==> src/rtl/fifo_ssd_display_pkg.sv <==
// Shared constants, types and helpers for the FIFO seven-segment display stage.
package fifo_disp_pkg;

  // Active-low segment patterns, bit order DP,G,F,E,D,C,B,A (DP off in all of them)
  localparam logic [7:0] SEG_0     = 8'hC0;
  localparam logic [7:0] SEG_1     = 8'hF9;
  localparam logic [7:0] SEG_2     = 8'hA4;
  localparam logic [7:0] SEG_3     = 8'hB0;
  localparam logic [7:0] SEG_4     = 8'h99;
  localparam logic [7:0] SEG_5     = 8'h92;
  localparam logic [7:0] SEG_6     = 8'h82;
  localparam logic [7:0] SEG_7     = 8'hF8;
  localparam logic [7:0] SEG_8     = 8'h80;
  localparam logic [7:0] SEG_9     = 8'h90;
  localparam logic [7:0] SEG_A     = 8'h88;
  localparam logic [7:0] SEG_B     = 8'h83;
  localparam logic [7:0] SEG_C     = 8'hC6;
  localparam logic [7:0] SEG_D     = 8'hA1;
  localparam logic [7:0] SEG_E     = 8'h86;
  localparam logic [7:0] SEG_F     = 8'h8E;
  localparam logic [7:0] SEG_LO_O  = 8'hA3;
  localparam logic [7:0] SEG_BLANK = 8'hFF;

  // Coherent copy of the FIFO-side inputs, refreshed once per scan frame
  typedef struct packed {
    logic [7:0] rd_data;
    logic [3:0] wr_index;
    logic [3:0] rd_index;
    logic       empty;
    logic       full;
    logic       overflow;
    logic       mode;
  } snap_t;

  function automatic logic [7:0] hex_to_seg(input logic [3:0] v);
    logic [7:0] s;
    case (v)
      4'h0: s = SEG_0;
      4'h1: s = SEG_1;
      4'h2: s = SEG_2;
      4'h3: s = SEG_3;
      4'h4: s = SEG_4;
      4'h5: s = SEG_5;
      4'h6: s = SEG_6;
      4'h7: s = SEG_7;
      4'h8: s = SEG_8;
      4'h9: s = SEG_9;
      4'hA: s = SEG_A;
      4'hB: s = SEG_B;
      4'hC: s = SEG_C;
      4'hD: s = SEG_D;
      4'hE: s = SEG_E;
      default: s = SEG_F;
    endcase
    return s;
  endfunction

endpackage

==> src/rtl/fifo_ssd_display_scan_timer.sv <==
// Digit scan timer: slot counter, digit selector (3 -> 0, left to right),
// blanking window at the start of each slot and the frame-start strobe.
module ssd_scan_timer #(
  parameter int REFRESH_DIV  = 100000,
  parameter int BLANK_CYCLES = 1000
) (
  input  logic       CLK100,
  input  logic       reset,
  output logic [1:0] digit_sel_o,
  output logic       blank_o,
  output logic       frame_start_o
);

  localparam int CNT_W = (REFRESH_DIV > 1) ? $clog2(REFRESH_DIV) : 1;

  logic [CNT_W-1:0] r_cnt_q, r_cnt_d;
  logic [1:0]       digit_sel_q, digit_sel_d;
  logic             tick;

  assign tick          = (r_cnt_q == CNT_W'(REFRESH_DIV - 1));
  // The tick leaving digit 0 is the one that reloads digit 3, i.e. a new frame
  assign frame_start_o = tick && (digit_sel_q == 2'd0);
  assign blank_o       = (r_cnt_q < CNT_W'(BLANK_CYCLES));
  assign digit_sel_o   = digit_sel_q;

  // Next-state: wrap the slot counter on tick and step to the next digit
  always_comb begin
    r_cnt_d     = r_cnt_q + 1'b1;
    digit_sel_d = digit_sel_q;
    if (tick) begin
      r_cnt_d     = '0;
      digit_sel_d = digit_sel_q - 2'd1;  // 0 wraps to 3
    end
  end

  // Timer state registers
  always_ff @(posedge CLK100 or posedge reset) begin
    if (reset) begin
      r_cnt_q     <= '0;
      digit_sel_q <= 2'd3;
    end else begin
      r_cnt_q     <= r_cnt_d;
      digit_sel_q <= digit_sel_d;
    end
  end

endmodule

==> src/rtl/fifo_ssd_display.sv <==
// FIFO status/data display: snapshots the FIFO-side inputs once per frame and
// drives a 4-digit multiplexed, active-low seven-segment display. Decimal
// points blink while the snapshot shows overflow. No handshake with the FIFO;
// all inputs are already synchronous to CLK100.
module fifo_ssd_display
  import fifo_disp_pkg::*;
#(
  parameter int REFRESH_DIV  = 100000,
  parameter int BLANK_CYCLES = 1000,
  parameter int BLINK_FRAMES = 125
) (
  input  logic       CLK100,
  input  logic       reset,
  input  logic [7:0] fifo_rd_data,
  input  logic [3:0] wr_index,
  input  logic [3:0] rd_index,
  input  logic       empty,
  input  logic       full,
  input  logic       overflow,
  input  logic       mode,
  output logic [3:0] ss_anode,
  output logic [7:0] ss_cathode
);

  localparam int FC_W = $clog2(BLINK_FRAMES + 1);

  logic [1:0]    digit_sel;
  logic          blank;
  logic          frame_start;

  snap_t         snap_q, snap_d;
  logic [FC_W-1:0] frame_cnt_q;
  logic          blink_q;
  logic [3:0]    anode_q, anode_d;
  logic [7:0]    cathode_q, cathode_d;

  ssd_scan_timer #(
    .REFRESH_DIV (REFRESH_DIV),
    .BLANK_CYCLES(BLANK_CYCLES)
  ) u_timer (
    .CLK100       (CLK100),
    .reset        (reset),
    .digit_sel_o  (digit_sel),
    .blank_o      (blank),
    .frame_start_o(frame_start)
  );

  assign snap_d = '{rd_data:  fifo_rd_data,
                    wr_index: wr_index,
                    rd_index: rd_index,
                    empty:    empty,
                    full:     full,
                    overflow: overflow,
                    mode:     mode};

  // Frame-start bookkeeping: latch the snapshot and advance the blink divider
  always_ff @(posedge CLK100 or posedge reset) begin
    if (reset) begin
      snap_q      <= '0;
      frame_cnt_q <= '0;
      blink_q     <= 1'b0;
    end else if (frame_start) begin
      snap_q <= snap_d;
      if (frame_cnt_q == FC_W'(BLINK_FRAMES - 1)) begin
        frame_cnt_q <= '0;
        blink_q     <= ~blink_q;
      end else begin
        frame_cnt_q <= frame_cnt_q + 1'b1;
      end
    end
  end

  // Content mux: selected digit's pattern from the snapshot, plus anode select
  always_comb begin
    cathode_d = SEG_BLANK;
    if (!snap_q.mode) begin
      case (digit_sel)
        2'd3:    cathode_d = hex_to_seg(snap_q.wr_index);
        2'd2:    cathode_d = hex_to_seg(snap_q.rd_index);
        2'd1:    cathode_d = hex_to_seg(snap_q.rd_data[7:4]);
        default: cathode_d = hex_to_seg(snap_q.rd_data[3:0]);
      endcase
    end else begin
      case (digit_sel)
        2'd3:    cathode_d = snap_q.full     ? SEG_F    : SEG_BLANK;
        2'd2:    cathode_d = snap_q.empty    ? SEG_E    : SEG_BLANK;
        2'd1:    cathode_d = snap_q.overflow ? SEG_LO_O : SEG_BLANK;
        default: cathode_d = SEG_BLANK;
      endcase
    end
    if (snap_q.overflow && blink_q) begin
      cathode_d[7] = 1'b0;
    end

    // Cathodes keep their pattern during blanking; the anodes alone hide it
    anode_d = 4'b1111;
    if (!blank) begin
      anode_d[digit_sel] = 1'b0;
    end
  end

  // Registered display outputs
  always_ff @(posedge CLK100 or posedge reset) begin
    if (reset) begin
      anode_q   <= 4'b1111;
      cathode_q <= 8'hFF;
    end else begin
      anode_q   <= anode_d;
      cathode_q <= cathode_d;
    end
  end

  assign ss_anode   = anode_q;
  assign ss_cathode = cathode_q;

endmodule

==> config.mk <==
export PLATFORM = sky130hd
export DESIGN_NAME = fifo_ssd_display
export DESIGN_NICKNAME = d
export VERILOG_FILES = /design/src/rtl/fifo_ssd_display_pkg.sv /design/src/rtl/fifo_ssd_display_scan_timer.sv /design/src/rtl/fifo_ssd_display.sv
export SDC_FILE = /design/constraint.sdc
export NUM_CORES = 1
export LEC_CHECK = 0
export CAP_MARGIN = 20
export CORE_AREA = 8 8 114 116
export DETAILED_ROUTE_END_ITERATION = 10
export DIE_AREA = 0 0 122 124
export SYNTH_ARGS = -nofsm -noshare
export SYNTH_HDL_FRONTEND = slang
export SYNTH_SLANG_ARGS = --single-unit
==> constraint.sdc <==
create_clock -name CLK100 -period 2.4 [get_ports CLK100]
set_clock_uncertainty 0.15 [all_clocks]
set_input_delay 0.48 -clock CLK100 [delete_from_list [all_inputs] [get_ports CLK100]]
set_output_delay 0.48 -clock CLK100 [all_outputs]
set_load 0.05 [all_outputs]
==> report_table.html <==
<table>
<tr><th>Metric</th><th>Value</th></tr>
<tr><th colspan="2">Run status</th></tr>
<tr><td>Result of the run</td><td>completed</td></tr>
<tr><th colspan="2">Power</th></tr>
<tr><td>Worst vdd ir</td><td>370 uV</td></tr>
<tr><td>Post-route total power</td><td>between 0.002 and 0.0025 W</td></tr>
<tr><td>Leakage component of the power</td><td>between 1.5 and 2 nW</td></tr>
<tr><td>Power Density</td><td>approximately 540 nW/um2</td></tr>
<tr><th colspan="2">Synth</th></tr>
<tr><td>Number of synthesized flops with an enable pin</td><td>0</td></tr>
<tr><td>Leading cell type by number of instances after synthesis</td><td>dfrtp_1</td></tr>
<tr><td>Count of cell types in the netlist</td><td>59</td></tr>
<tr><td>Share of flip-flops with an asynchronous set or reset</td><td>between 90% and 100%</td></tr>
<tr><td>Post-Syn Nets</td><td>~440</td></tr>
<tr><td>Total of warnings raised by yosys</td><td>0</td></tr>
<tr><td>Cell Area, Synth</td><td>between 3000 and 4000 um2</td></tr>
<tr><td>Gate Count Post-Synth</td><td>about 380</td></tr>
<tr><td>Top cell type by total area after synthesis</td><td>dfrtp_1</td></tr>
<tr><td>Synth top cells by count</td><td>dfrtp_1 (45), ha_1 (35), inv_1 (24), nand3_1 (22), nand2_1 (20)</td></tr>
<tr><td>Synth top area share</td><td>29.6%</td></tr>
<tr><td>Leading register cell type out of synthesis</td><td>dfrtp_1</td></tr>
<tr><td>Register bit count reported by yosys</td><td>about 60</td></tr>
<tr><td>Largest cells by area after synthesis</td><td>dfrtp_1 (30%), ha_1 (12%), dfstp_2 (9.7%), mux2i_1 (4.7%), nand3_1 (2.9%)</td></tr>
<tr><td>Post-synthesis average cell area</td><td>9.91 um2</td></tr>
<tr><td>Share of the yosys chip area belonging to registers</td><td>~40%</td></tr>
<tr><th colspan="2">Flow run</th></tr>
<tr><td>Total of max-cap violations</td><td>0</td></tr>
<tr><th colspan="2">Detailed routing</th></tr>
<tr><td>Post-detailed-route wirelength per cell</td><td>15.0 um</td></tr>
<tr><td>Iteration count of the initial detailed-routing pass</td><td>4</td></tr>
<tr><td>Count of routing violations after the opening detailed-route iteration</td><td>160</td></tr>
<tr><td>Routed Antenna Nets</td><td>0</td></tr>
<tr><td>Final routed DRC violation total</td><td>0</td></tr>
<tr><td>Ratio of routed vias to standard cells</td><td>about 5.0</td></tr>
<tr><td>Vias after detailed routing</td><td>~2800</td></tr>
<tr><td>Post-detailed-routing wire length</td><td>roughly 8.4 mm</td></tr>
<tr><th colspan="2">Floorplanning</th></tr>
<tr><td>Height of the die</td><td>124 um</td></tr>
<tr><td>Die area</td><td>15100 um2</td></tr>
<tr><td>Area of the core</td><td>~11000 um2</td></tr>
<tr><td>X dimension of the die</td><td>~120 um</td></tr>
<tr><td>Initial core utilization</td><td>between 30% and 40%</td></tr>
<tr><td>Number of primary I/O pins</td><td>34</td></tr>
<tr><td>Number of rows in the core area</td><td>39</td></tr>
<tr><th colspan="2">Place</th></tr>
<tr><td>Cell Area, Placed</td><td>4290 um2</td></tr>
<tr><td>Weighted congestion at the end of routability-driven global placement</td><td>~0.82</td></tr>
<tr><td>Hpwl dp</td><td>a little over 6 mm</td></tr>
<tr><td>Cell total after placement</td><td>544</td></tr>
<tr><td>Port buffer count</td><td>33</td></tr>
<tr><th colspan="2">Timing</th></tr>
<tr><td>Slew at the pin closest to its max-slew limit</td><td>between 500 and 600 ps</td></tr>
<tr><td>RSZ-0062 raised after global routing</td><td>false</td></tr>
<tr><td>Relative slew margins</td><td>between 60% and 70%</td></tr>
<tr><td>Final critical delay including setup and external delays</td><td>2270 ps</td></tr>
<tr><td>Highest clock frequency the design can meet</td><td>441 MHz</td></tr>
<tr><td>Number of hold-slack violations in the final timing report</td><td>0</td></tr>
<tr><td>Slew Viols, Final</td><td>0</td></tr>
<tr><td>Setup TNS</td><td>0 ps</td></tr>
<tr><td>Final setup viols</td><td>0</td></tr>
<tr><td>Portion of the clock cycle consumed by the worst path in the final layout</td><td>a little over nine tenths</td></tr>
<tr><th colspan="2">Global routing</th></tr>
<tr><td>Aggregate global routing overflow</td><td>0</td></tr>
<tr><td>Global-route met2 utilization</td><td>between 10% and 20%</td></tr>
<tr><td>Grt met1 use</td><td>between 10% and 20%</td></tr>
<tr><td>Global route hottest layer</td><td>met2</td></tr>
<tr><td>Number of antenna violations at the first check in global routing</td><td>0</td></tr>
<tr><td>Via count of the first global-routing pass</td><td>a little under 3000</td></tr>
<tr><td>Largest net degree at the start of global routing</td><td>60</td></tr>
<tr><td>Global router's overall resource usage</td><td>11.8%</td></tr>
<tr><td>Wire length of the first global-routing pass</td><td>14.3 mm</td></tr>
<tr><td>Met3 Track Usage GR</td><td>2.77%</td></tr>
<tr><th colspan="2">CTS</th></tr>
<tr><td>Maximum number of buffers from clock root to sink</td><td>2</td></tr>
<tr><td>Clock Sinks</td><td>59</td></tr>
<tr><td>Post-CTS Hold Buffers</td><td>0</td></tr>
<tr><td>Post-CTS Repair Setup Buffers</td><td>0</td></tr>
<tr><td>Clock latency at the later pin of the worst-skew pair</td><td>approximately 330 ps</td></tr>
<tr><td>Number of cells upsized or downsized after cts</td><td>0</td></tr>
<tr><td>Clock buffer count from CTS</td><td>9</td></tr>
<tr><td>TritonCTS clock tree</td><td>done</td></tr>
<tr><td>H-Tree Level Count</td><td>3</td></tr>
<tr><td>Clock slew seen by the registers of the worst setup and hold paths</td><td>50 ps</td></tr>
<tr><td>Clock tree root driver cell</td><td>clkbuf_16</td></tr>
<tr><th colspan="2">Setup path</th></tr>
<tr><td>Worst path slowest cell</td><td>clkdlybuf4s50_1</td></tr>
<tr><td>Cell Chain, Critical Path</td><td>clkdlybuf4s50_1</td></tr>
<tr><td>CP Capture Type</td><td>output port</td></tr>
<tr><td>Number of cells traversed by the worst register-to-register path</td><td>5</td></tr>
<tr><td>Data required time at the worst endpoint</td><td>approximately 1800 ps</td></tr>
<tr><td>Sum of buffers and inverters on the critical path</td><td>1</td></tr>
<tr><td>Destination of the worst register-to-register timing path</td><td>snap_q[19]</td></tr>
<tr><td>Type of origin of the critical path</td><td>flip-flop</td></tr>
<tr><td>Highest fanout seen on the critical path</td><td>1</td></tr>
<tr><td>Critical setup path kind</td><td>flip-flop to output port</td></tr>
<tr><td>Worst r2r src</td><td>u_timer.r_cnt_q[11]</td></tr>
<tr><td>Family of cells with the greatest summed delay on the critical path</td><td>buffers and inverters</td></tr>
<tr><td>Register-to-register setup slack</td><td>about 130 ps</td></tr>
<tr><td>Critical path data arrival time</td><td>about 1600 ps</td></tr>
<tr><td>Critical path's largest stage delay</td><td>~800 ps</td></tr>
<tr><th colspan="2">Finish</th></tr>
<tr><td>Synthesis-to-finish area growth</td><td>21.3%</td></tr>
<tr><td>Fraction of layout instances using a drive strength above 1</td><td>between 10% and 20%</td></tr>
<tr><td>Post-layout util</td><td>41.3%</td></tr>
<tr><td>Net count, final</td><td>469</td></tr>
<tr><td>Area of all placed cells without fillers</td><td>between 4000 and 5000 um2</td></tr>
<tr><td>Antenna diode count</td><td>0</td></tr>
<tr><td>Post-route insts no fill</td><td>560</td></tr>
<tr><th colspan="2">Hold path</th></tr>
<tr><td>Cells on Worst Hold Path</td><td>1</td></tr>
<tr><td>Worst min-delay path category</td><td>flip-flop to flip-flop</td></tr>
<tr><td>Hold Path Sink</td><td>ss_cathode[7]</td></tr>
<tr><td>Worst hold path startpoint</td><td>blink_q</td></tr>
</table>
[metrics by stage]
step                      setup WS [ps]  hold slack (ps)
after floorplan                    9.19              228
after global placement              152              271
after detailed placement            126              258
after CTS                           112              279
after global routing               19.7              302
final                               135              278
[state kept, by name, indices dropped and copies added (netlist names)]
signal               cells
blink_q                  1
frame_cnt_q              7
snap_q                  20
ss_anode                 4
ss_cathode               8
u_timer.digit_sel_o      2
u_timer.r_cnt_q         17
[area by class of cell]
cell class / count / area [um2]
fill: 1088 / 6560
sequential: 59 / 1490
inverter: 24 / 90.1
clock buffer: 12 / 256
clock inverter: 4 / 72.6
tap: 143 / 179
multi-input combinational: 279 / 2130
timing repair buffer: 39 / 400
[per-layer routing]
metal | up-vias | routed length [um] | part of all wire, %
met4 | 0 | 85 | 1.0
li1 | 1431 | - | -
met3 | 8 | 231 | 2.8
met1 | 1347 | 3990 | 48
met5 | - | 0 | 0
met2 | 33 | 4080 | 49
[cells by family after synthesis]
kind of cell | Yosys count | share of synthesized area [%]
fa+ha+maj | 35 | 11.5
buf+inv | 46 | 4.90
xor+xnor | 15 | 3.45
mux | 35 | 10.7
flops | 59 | 39.3
simple gates | 116 | 16.7
compound gates | 78 | 13.5
[worst max path at each step]
stage / start / endpoint / slack [ps] / cells past startpoint
after floorplan: u_timer.r_cnt_q[11] / frame_cnt_q[0] / 9 / 6
after global placement: u_timer.r_cnt_q[11] / snap_q[3] / 150 / 5
after detailed placement: u_timer.r_cnt_q[11] / snap_q[3] / 130 / 5
after CTS: ss_anode[1] / ss_anode[1] / 110 / 1
after global routing: u_timer.r_cnt_q[11] / snap_q[11] / 20 / 5
final: ss_anode[2] / ss_anode[2] / 130 / 1
[power by group]
group,switching (W),internal [W],total (W)
Sequential,0,0.000997,0.000997
Clock,0.000457,0.000963,0.00142
Combinational,0.0000258,0.0000336,0.0000593
Total,0.000483,0.00199,0.00248
[layout by cell type, fill, tap and decap left out, types with 9 or more instances in the layout]
| cell type | count |
|---|---|
| ha_1 | 35 |
| a31oi_1 | 10 |
| xnor2_1 | 10 |
| a21oi_1 | 13 |
| clkbuf_16 | 9 |
| nor2b_1 | 10 |
| nand2_1 | 20 |
| dfstp_2 | 14 |
| clkdlybuf4s50_1 | 33 |
| nor2_1 | 17 |
| o21ai_0 | 19 |
| inv_1 | 23 |
| mux2i_1 | 18 |
| nand3_1 | 22 |
| dfrtp_1 | 45 |
Power figures use the tool's default switching activity.
